File: config.mk
export PLATFORM = sky130hd
export DESIGN_NAME = nlms_stream_pair_flat
export DESIGN_NICKNAME = d
export VERILOG_FILES = /design/src/rtl/nlms_pkg.sv /design/src/rtl/nlms_stream_pair_if.sv /design/src/rtl/nlms_pair_fifo.sv /design/src/rtl/nlms_stream_pair.sv /design/src/flat_wrapper.sv
export SDC_FILE = /design/constraint.sdc
export NUM_CORES = 2
export LEC_CHECK = 0
export ABC_AREA = 1
export BUFFER_PORTS_ARGS = -buffer_cell sky130_fd_sc_hd__buf_4
export CAP_MARGIN = 15
export CORE_ASPECT_RATIO = 1.25
export CORE_MARGIN = 2
export CORE_UTILIZATION = 45
export DETAILED_ROUTE_END_ITERATION = 6
export GPL_TIMING_DRIVEN = 0
export PLACE_DENSITY = 0.63
export SLEW_MARGIN = 20
export SYNTH_ARGS = -nofsm -noshare
export SYNTH_HDL_FRONTEND = slang
export SYNTH_SLANG_ARGS = --single-unit
File: constraint.sdc
create_clock -name axis_data_clk -period 4.16 [get_ports axis_data_clk]
set_input_delay 0.416 -clock axis_data_clk [delete_from_list [all_inputs] [get_ports axis_data_clk]]
set_output_delay 0.416 -clock axis_data_clk [all_outputs]
set_load 0.02 [all_outputs]
File: src/rtl/nlms_pkg.sv
// Shared constants for the NLMS stream pairing block: sample width, FIFO entry
// layout and statistics counter widths.
package nlms_pkg;

    localparam int ITEM_W  = 32;
    localparam int FIFO_AW = 5;

    // Each FIFO entry is {eob, last, data}.
    localparam int ENT_DATA_LSB = 0;
    localparam int ENT_LAST_BIT = ITEM_W;
    localparam int ENT_EOB_BIT  = ITEM_W + 1;
    localparam int ENT_W        = ITEM_W + 2;

    localparam int MISALIGN_W = 16;
    localparam int PAIR_CNT_W = 32;

endpackage

File: src/rtl/nlms_stream_pair_if.sv
// AXI-stream style channel with end-of-burst, used for both the sample inputs
// and the paired output.
interface nlms_stream_pair_if #(
    parameter int W = 32
);
    logic [W-1:0] tdata;
    logic         tlast;
    logic         teob;
    logic         tvalid;
    logic         tready;

    modport master (output tdata, output tlast, output teob, output tvalid, input  tready);
    modport slave  (input  tdata, input  tlast, input  teob, input  tvalid, output tready);
endinterface

File: src/rtl/nlms_pair_fifo.sv
// Synchronous FIFO with async reset; the read data comes straight from the
// storage array, so a written entry is visible no earlier than the next cycle.
module nlms_pair_fifo #(
    parameter int W  = 34,
    parameter int AW = 5
) (
    input  logic          clk,
    input  logic          rst,
    input  logic          wrEn_i,
    input  logic [W-1:0]  wrData_i,
    input  logic          rdEn_i,
    output logic [W-1:0]  rdData_o,
    output logic [AW:0]   level_o,
    output logic          full_o,
    output logic          empty_o
);
    localparam int DEPTH = 1 << AW;

    logic [W-1:0]  mem_q [DEPTH];
    logic [AW-1:0] wrPtr_q;
    logic [AW-1:0] rdPtr_q;
    logic [AW:0]   level_q;

    always_ff @(posedge clk) begin
        if (wrEn_i) begin
            mem_q[wrPtr_q] <= wrData_i;
        end
    end

    // Pointers wrap naturally at the array depth; the extra level bit tells full from empty.
    always_ff @(posedge clk or posedge rst) begin
        if (rst) begin
            wrPtr_q <= '0;
            rdPtr_q <= '0;
            level_q <= '0;
        end else begin
            if (wrEn_i) begin
                wrPtr_q <= wrPtr_q + 1'b1;
            end
            if (rdEn_i) begin
                rdPtr_q <= rdPtr_q + 1'b1;
            end
            unique case ({wrEn_i, rdEn_i})
                2'b10:   level_q <= level_q + 1'b1;
                2'b01:   level_q <= level_q - 1'b1;
                default: level_q <= level_q;
            endcase
        end
    end

    assign rdData_o = mem_q[rdPtr_q];
    assign level_o  = level_q;
    assign full_o   = (level_q == (AW+1)'(DEPTH));
    assign empty_o  = (level_q == '0);

endmodule

File: src/rtl/nlms_stream_pair.sv
// Joins the main and aux sample streams into lock-stepped {aux,main} pairs,
// absorbing arrival skew in per-input FIFOs and counting packet misalignment.
module nlms_stream_pair #(
    parameter int ITEM_W  = nlms_pkg::ITEM_W,
    parameter int FIFO_AW = nlms_pkg::FIFO_AW
) (
    input  logic                            axis_data_clk,
    input  logic                            axis_data_rst,
    nlms_stream_pair_if.slave               s_main_axis,
    nlms_stream_pair_if.slave               s_aux_axis,
    nlms_stream_pair_if.master              m_pair_axis,
    input  logic                            clr_stats,
    output logic [nlms_pkg::MISALIGN_W-1:0] misalign_cnt,
    output logic                            misalign_err,
    output logic [nlms_pkg::PAIR_CNT_W-1:0] pair_cnt,
    output logic [FIFO_AW:0]                main_level,
    output logic [FIFO_AW:0]                aux_level
);
    import nlms_pkg::*;

    logic [ENT_W-1:0] mainEnt, auxEnt;
    logic             mainFull, mainEmpty, auxFull, auxEmpty;
    logic             mainWr, auxWr, pairValid, pop, misaligned;
    logic             mainLast, auxLast, mainEob, auxEob;

    logic [MISALIGN_W-1:0] misalignCnt_q, misalignCnt_d;
    logic                  misalignErr_q, misalignErr_d;
    logic [PAIR_CNT_W-1:0] pairCnt_q, pairCnt_d;

    // Ready depends only on FIFO state, never on the downstream ready.
    assign s_main_axis.tready = !mainFull && !axis_data_rst;
    assign s_aux_axis.tready  = !auxFull  && !axis_data_rst;
    assign mainWr = s_main_axis.tvalid && s_main_axis.tready;
    assign auxWr  = s_aux_axis.tvalid  && s_aux_axis.tready;

    nlms_pair_fifo #(.W(ENT_W), .AW(FIFO_AW)) u_main_fifo (
        .clk(axis_data_clk), .rst(axis_data_rst),
        .wrEn_i(mainWr), .wrData_i({s_main_axis.teob, s_main_axis.tlast, s_main_axis.tdata}),
        .rdEn_i(pop), .rdData_o(mainEnt), .level_o(main_level),
        .full_o(mainFull), .empty_o(mainEmpty)
    );

    nlms_pair_fifo #(.W(ENT_W), .AW(FIFO_AW)) u_aux_fifo (
        .clk(axis_data_clk), .rst(axis_data_rst),
        .wrEn_i(auxWr), .wrData_i({s_aux_axis.teob, s_aux_axis.tlast, s_aux_axis.tdata}),
        .rdEn_i(pop), .rdData_o(auxEnt), .level_o(aux_level),
        .full_o(auxFull), .empty_o(auxEmpty)
    );

    assign mainLast   = mainEnt[ENT_LAST_BIT];
    assign auxLast    = auxEnt[ENT_LAST_BIT];
    assign mainEob    = mainEnt[ENT_EOB_BIT];
    assign auxEob     = auxEnt[ENT_EOB_BIT];
    assign pairValid  = !mainEmpty && !auxEmpty;
    assign pop        = pairValid && m_pair_axis.tready;
    assign misaligned = (mainLast != auxLast);

    // Output fields are forced to zero when no pair is held so reset shows all-zero outputs.
    assign m_pair_axis.tvalid = pairValid;
    assign m_pair_axis.tdata  = pairValid ? {auxEnt[ENT_DATA_LSB +: ITEM_W], mainEnt[ENT_DATA_LSB +: ITEM_W]} : '0;
    assign m_pair_axis.tlast  = pairValid && mainLast;
    assign m_pair_axis.teob   = pairValid && mainLast && (mainEob || auxEob);

    // A clear in the same cycle as a pop takes priority over the increment.
    always_comb begin
        misalignCnt_d = misalignCnt_q;
        misalignErr_d = misalignErr_q;
        pairCnt_d     = pairCnt_q;
        if (clr_stats) begin
            misalignCnt_d = '0;
            misalignErr_d = 1'b0;
            pairCnt_d     = '0;
        end else if (pop) begin
            pairCnt_d = pairCnt_q + 1'b1;
            if (misaligned) begin
                misalignErr_d = 1'b1;
                if (misalignCnt_q != '1) begin
                    misalignCnt_d = misalignCnt_q + 1'b1;
                end
            end
        end
    end

    always_ff @(posedge axis_data_clk or posedge axis_data_rst) begin
        if (axis_data_rst) begin
            misalignCnt_q <= '0;
            misalignErr_q <= 1'b0;
            pairCnt_q     <= '0;
        end else begin
            misalignCnt_q <= misalignCnt_d;
            misalignErr_q <= misalignErr_d;
            pairCnt_q     <= pairCnt_d;
        end
    end

    assign misalign_cnt = misalignCnt_q;
    assign misalign_err = misalignErr_q;
    assign pair_cnt     = pairCnt_q;

endmodule

File: src/flat_wrapper.sv
// flat-port wrapper written by rule: the top's interface ports become plain ports
module nlms_stream_pair_flat import nlms_pkg::*;
#(
    parameter int ITEM_W  = nlms_pkg::ITEM_W,
    parameter int FIFO_AW = nlms_pkg::FIFO_AW
)
  (axis_data_clk, axis_data_rst, clr_stats, misalign_cnt, misalign_err, pair_cnt, main_level, aux_level, s_main_axis_tdata, s_main_axis_tlast, s_main_axis_teob, s_main_axis_tvalid, s_main_axis_tready, s_aux_axis_tdata, s_aux_axis_tlast, s_aux_axis_teob, s_aux_axis_tvalid, s_aux_axis_tready, m_pair_axis_tdata, m_pair_axis_tlast, m_pair_axis_teob, m_pair_axis_tvalid, m_pair_axis_tready);
  nlms_stream_pair_if #(.W(32)) s_main_axis_i ();
  nlms_stream_pair_if #(.W(32)) s_aux_axis_i ();
  nlms_stream_pair_if #(.W(64)) m_pair_axis_i ();
  input  logic axis_data_clk;
  input  logic axis_data_rst;
  input  logic clr_stats;
  output logic [nlms_pkg::MISALIGN_W-1:0] misalign_cnt;
  output logic misalign_err;
  output logic [nlms_pkg::PAIR_CNT_W-1:0] pair_cnt;
  output logic [FIFO_AW:0] main_level;
  output logic [FIFO_AW:0] aux_level;
  input wire logic [$bits(s_main_axis_i.tdata)-1:0] s_main_axis_tdata;
  input wire logic [$bits(s_main_axis_i.tlast)-1:0] s_main_axis_tlast;
  input wire logic [$bits(s_main_axis_i.teob)-1:0] s_main_axis_teob;
  input wire logic [$bits(s_main_axis_i.tvalid)-1:0] s_main_axis_tvalid;
  output wire logic [$bits(s_main_axis_i.tready)-1:0] s_main_axis_tready;
  input wire logic [$bits(s_aux_axis_i.tdata)-1:0] s_aux_axis_tdata;
  input wire logic [$bits(s_aux_axis_i.tlast)-1:0] s_aux_axis_tlast;
  input wire logic [$bits(s_aux_axis_i.teob)-1:0] s_aux_axis_teob;
  input wire logic [$bits(s_aux_axis_i.tvalid)-1:0] s_aux_axis_tvalid;
  output wire logic [$bits(s_aux_axis_i.tready)-1:0] s_aux_axis_tready;
  output wire logic [$bits(m_pair_axis_i.tdata)-1:0] m_pair_axis_tdata;
  output wire logic [$bits(m_pair_axis_i.tlast)-1:0] m_pair_axis_tlast;
  output wire logic [$bits(m_pair_axis_i.teob)-1:0] m_pair_axis_teob;
  output wire logic [$bits(m_pair_axis_i.tvalid)-1:0] m_pair_axis_tvalid;
  input wire logic [$bits(m_pair_axis_i.tready)-1:0] m_pair_axis_tready;
  assign s_main_axis_i.tdata = s_main_axis_tdata;
  assign s_main_axis_i.tlast = s_main_axis_tlast;
  assign s_main_axis_i.teob = s_main_axis_teob;
  assign s_main_axis_i.tvalid = s_main_axis_tvalid;
  assign s_main_axis_tready = s_main_axis_i.tready;
  assign s_aux_axis_i.tdata = s_aux_axis_tdata;
  assign s_aux_axis_i.tlast = s_aux_axis_tlast;
  assign s_aux_axis_i.teob = s_aux_axis_teob;
  assign s_aux_axis_i.tvalid = s_aux_axis_tvalid;
  assign s_aux_axis_tready = s_aux_axis_i.tready;
  assign m_pair_axis_tdata = m_pair_axis_i.tdata;
  assign m_pair_axis_tlast = m_pair_axis_i.tlast;
  assign m_pair_axis_teob = m_pair_axis_i.teob;
  assign m_pair_axis_tvalid = m_pair_axis_i.tvalid;
  assign m_pair_axis_i.tready = m_pair_axis_tready;
  nlms_stream_pair #(.ITEM_W(ITEM_W), .FIFO_AW(FIFO_AW)) u_core (.axis_data_clk(axis_data_clk), .axis_data_rst(axis_data_rst), .s_main_axis(s_main_axis_i), .s_aux_axis(s_aux_axis_i), .m_pair_axis(m_pair_axis_i), .clr_stats(clr_stats), .misalign_cnt(misalign_cnt), .misalign_err(misalign_err), .pair_cnt(pair_cnt), .main_level(main_level), .aux_level(aux_level));
endmodule
==> key figures <==
Clock network
  – Clk root buf: clkbuf_16
  – Clk_lat worst skew: 900 ps
  – Clock Tree Buf Depth: 3
  – Total CTS buffers: about 220
  – H-tree Lvls: 4
  – Worst-path clk slew: ~60 ps
  – Setup bufs post-CTS: 0
  – Clock Sink Count: 2,257
  – CTS tree: done

Timing
  – Final Critical Period: between 4000 and 5000 ps
  – Endpoints failing hold: 0
  – Unrepaired setup endpoints after global routing: yes
  – Setup Skew: 86.7 ps
  – Relative slew margins: between 20% and 30%
  – WHS: between 90 and 100 ps
  – Final WS setup: -98.6 ps
  – Crit share post-route: 102%
  – Slew Viols, Final: 0
  – Fmax: about 0.23 GHz
  – Slew @ Worst Pin: approximately 1200 ps
  – Finish-stage setup viols: 7

Drt
  – Via/cell ratio: between 6 and 7
  – DR vias: ~64,000
  – WL/cell: 30.7 um
  – DR iter-0 viols: between 9,000 and 10,000
  – DRC viols: 0
  – DR pass1 iterations: 6
  – Wirelength, routed: about 320 mm
  – Antenna Violating Nets Remaining: 0

Outcome
  – Status: complete, but fails checks
  – Violated checks: setup timing

Synth
  – Flop and latch count out of synthesis: 2,257
  – Count leader, synth: edfxtp_1
  – Post-synth EDFFs: around 2,200
  – Synth Cell Area: between 80,000 and 90,000 um^2
  – Mean area per synthesized cell: 13.0 um^2
  – Post-synth ARST share: 3.59%
  – Main synth FF type: edfxtp_1
  – Netlist cell types: between 40 and 50
  – Synth top area share: around 73%
  – Ys Warns: 0
  – Top post-synthesis cells by area: edfxtp_1 (73%), o21ai_0 (6.3%), nor2_1 (5.5%), dfrtp_1 (2.3%), o22ai_1 (2.3%)
  – Seq/Total Area, Yosys: about three quarters
  – Post-synthesis cell count: slightly below 7,000
  – Syn_nets: roughly 7,000
  – Synth top cells by count: edfxtp_1 (2,176), nor2_1 (1,303), o21ai_0 (1,127)
  – Dominant cell type by area after synthesis: edfxtp_1

Pwr
  – Total power: around 76,000 uW
  – Peak supply drop: 0.775 mV
  – PD cells: between 700 and 800 nW/um^2
  – P_leak: approximately 0.035 uW

Flow run
  – Max-Cap Viols: 0

Cells and area
  – FF/Latch Area: 67,400 um^2
  – Share of layout cells above drive strength 1: between 10% and 20%
  – Fin util: a little over half
  – Fillers: 16,300
  – Area growth syn-to-layout: 17.9%
  – Final nets: approximately 7,600
  – Multi-input logic area: roughly 21,000 um^2

Placed design
  – PortBufs: ~200
  – Post-DP HPWL: 214 mm
  – Final GP Congestion: about 0.92

Global routing
  – Largest net degree at the start of global routing: 58
  – Vias in the first global route: 61,600
  – Antenna violations before repair: 18
  – First-pass GRT wire length: 442 mm
  – GRT Resource Usage Total: a little under a third
  – Global route overflow: 0

Setup path
  – CP Data Arrival Time: roughly 3800 ps
  – CP Capture Type: output pin
  – Class of the most critical setup path: reg2out
  – CP max stage cell: clkbuf_1
  – CP Max Fanout: 10
  – Crit path launch type: flop
  – Cell breakdown of the critical path: buf_2 -> clkbuf_2 -> clkbuf_1 -> o211ai_1 -> nand3_1 -> o21ai_0 -> nor2_2 -> buf_4
  – CP required: approximately 3700 ps
  – Max incr delay on CP: 710 ps

Floorplanning
  – # rows: roughly 180
  – Starting Density: approximately 45%
  – Core ar.: just under 200,000 um^2
  – Area of the die: 203,000 um^2
  – Ports: between 200 and 250
  – Die Ht: 503 um
  – DIE WIDTH: between 400 and 500 um

Min path
  – Hold WC Path Type: in2async
## per-layer routing
layer	global-route usage, %	vias up	wire (um)
li1	-	26900	-
met1	37.2	31500	110000
met2	50.0	4339	150000
met3	5.92	990	33000
met4	19.4	12	23200
met5	0	-	78
## cell families (layout without fill, tap and decap cells)
logic type | Yosys count | count (layout) | share of synthesized area, %
buf+inv | 587 | 1376 | 2.81
other cells | 0 | 8 | 0
flops | 2257 | 2257 | 75.1
fa+ha+maj | 18 | 18 | 0.251
xor+xnor | 43 | 43 | 0.420
simple gates | 2137 | 2137 | 9.63
compound gates | 1832 | 1832 | 11.8
## cell type report
class / count / area share [%]
Antenna cell: 8 / 0.0189
Buffer: 477 / 2.42
Clock buffer: 263 / 5.33
Clock inverter: 138 / 1.23
Inverter: 109 / 0.395
Multi-Input combinational cell: 4030 / 19.4
Sequential cell: 2257 / 63.7
Tap cell: 2590 / 3.06
Timing Repair Buffer: 389 / 4.45
## sequential cells by signal, summed over array words and instances, names as in the netlist
register,count
u_core.u_main_fifo.wrPtr_q,5
u_core.misalign_cnt,16
u_core.u_aux_fifo.level_o,6
u_core.u_main_fifo.mem_q,1088
u_core.pair_cnt,32
u_core.u_main_fifo.level_o,6
u_core.u_aux_fifo.mem_q,1088
u_core.u_main_fifo.rdPtr_q,5
u_core.u_aux_fifo.wrPtr_q,5
u_core.u_aux_fifo.rdPtr_q,5
u_core.misalign_err,1
## final timing paths
check                                                           start                                   endpoint  slack (ps)  cells after the start
max                         u_core.u_main_fifo.rdPtr_q[2]$_DFFE_PP0P_                      m_pair_axis_tdata[28]        -100                      8
min                                                     axis_data_rst   u_core.u_aux_fifo.level_o[5]$_DFFE_PP0P_         100                      3
max reg2reg                  u_core.u_aux_fifo.level_o[3]$_DFFE_PP0P_  u_core.u_main_fifo.level_o[4]$_DFFE_PP0P_         440                     15
min reg2reg                           u_core.misalign_err$_DFFE_PP0P_            u_core.misalign_err$_DFFE_PP0P_         520                      2
min in group axis_data_clk                         m_pair_axis_tready   u_core.u_aux_fifo.rdPtr_q[3]$_DFFE_PP0P_         110                      5
max in group asynchronous                               axis_data_rst            u_core.pair_cnt[11]$_DFFE_PP0P_        3350                      4
## repair_timing
action,in CTS,in global routing
hold buffers,70,0
hold endpoints to repair,2008,0
endpoints found under the setup margin,66,63
resized for setup,221,168
pin swaps,4,5
cloned,0,0
## layout by cell type, fill, tap and decap left out, drive strengths merged, types with 174 or more instances in the layout
cell,n
clkbuf,577
buf,481
o21ai,1157
edfxtp,2176
o22ai,323
nand2,498
nand3,232
nor2,1307
o221ai,174
## stage by stage
step           instance area [um^2]  TNS [ps]  worst slack (ps)  std cells
6_report                     106000      -380             -98.6      10300
5_1_grt                      106000      -159              -119      10300
4_1_cts                      105000         0             0.571      10300
3_5_place_dp                  97400         0              22.2       9783
3_3_place_gp                  94500  -2786740             -2980       9667
2_1_floorplan                 89700     -6390             -94.1       6874
## report_power, final
group	total, uW	switching, uW	internal, uW	leakage [uW]
Clock	19500	8840	10600	0.00335
Combinational	30300	22300	8070	0.0110
Sequential	26100	379	25700	0.0206
Total	75900	31500	44400	0.0350
## worst max-delay path: cells and delay by family, from the launching register on
kind	cells	cell delay [ps]
buffers and inverters	4	1470
DFF	1	340
AOI/OAI and AO/OA	2	560
and+or+nand+nor	2	570
Note: power is estimated with default switching activity, not from simulation.
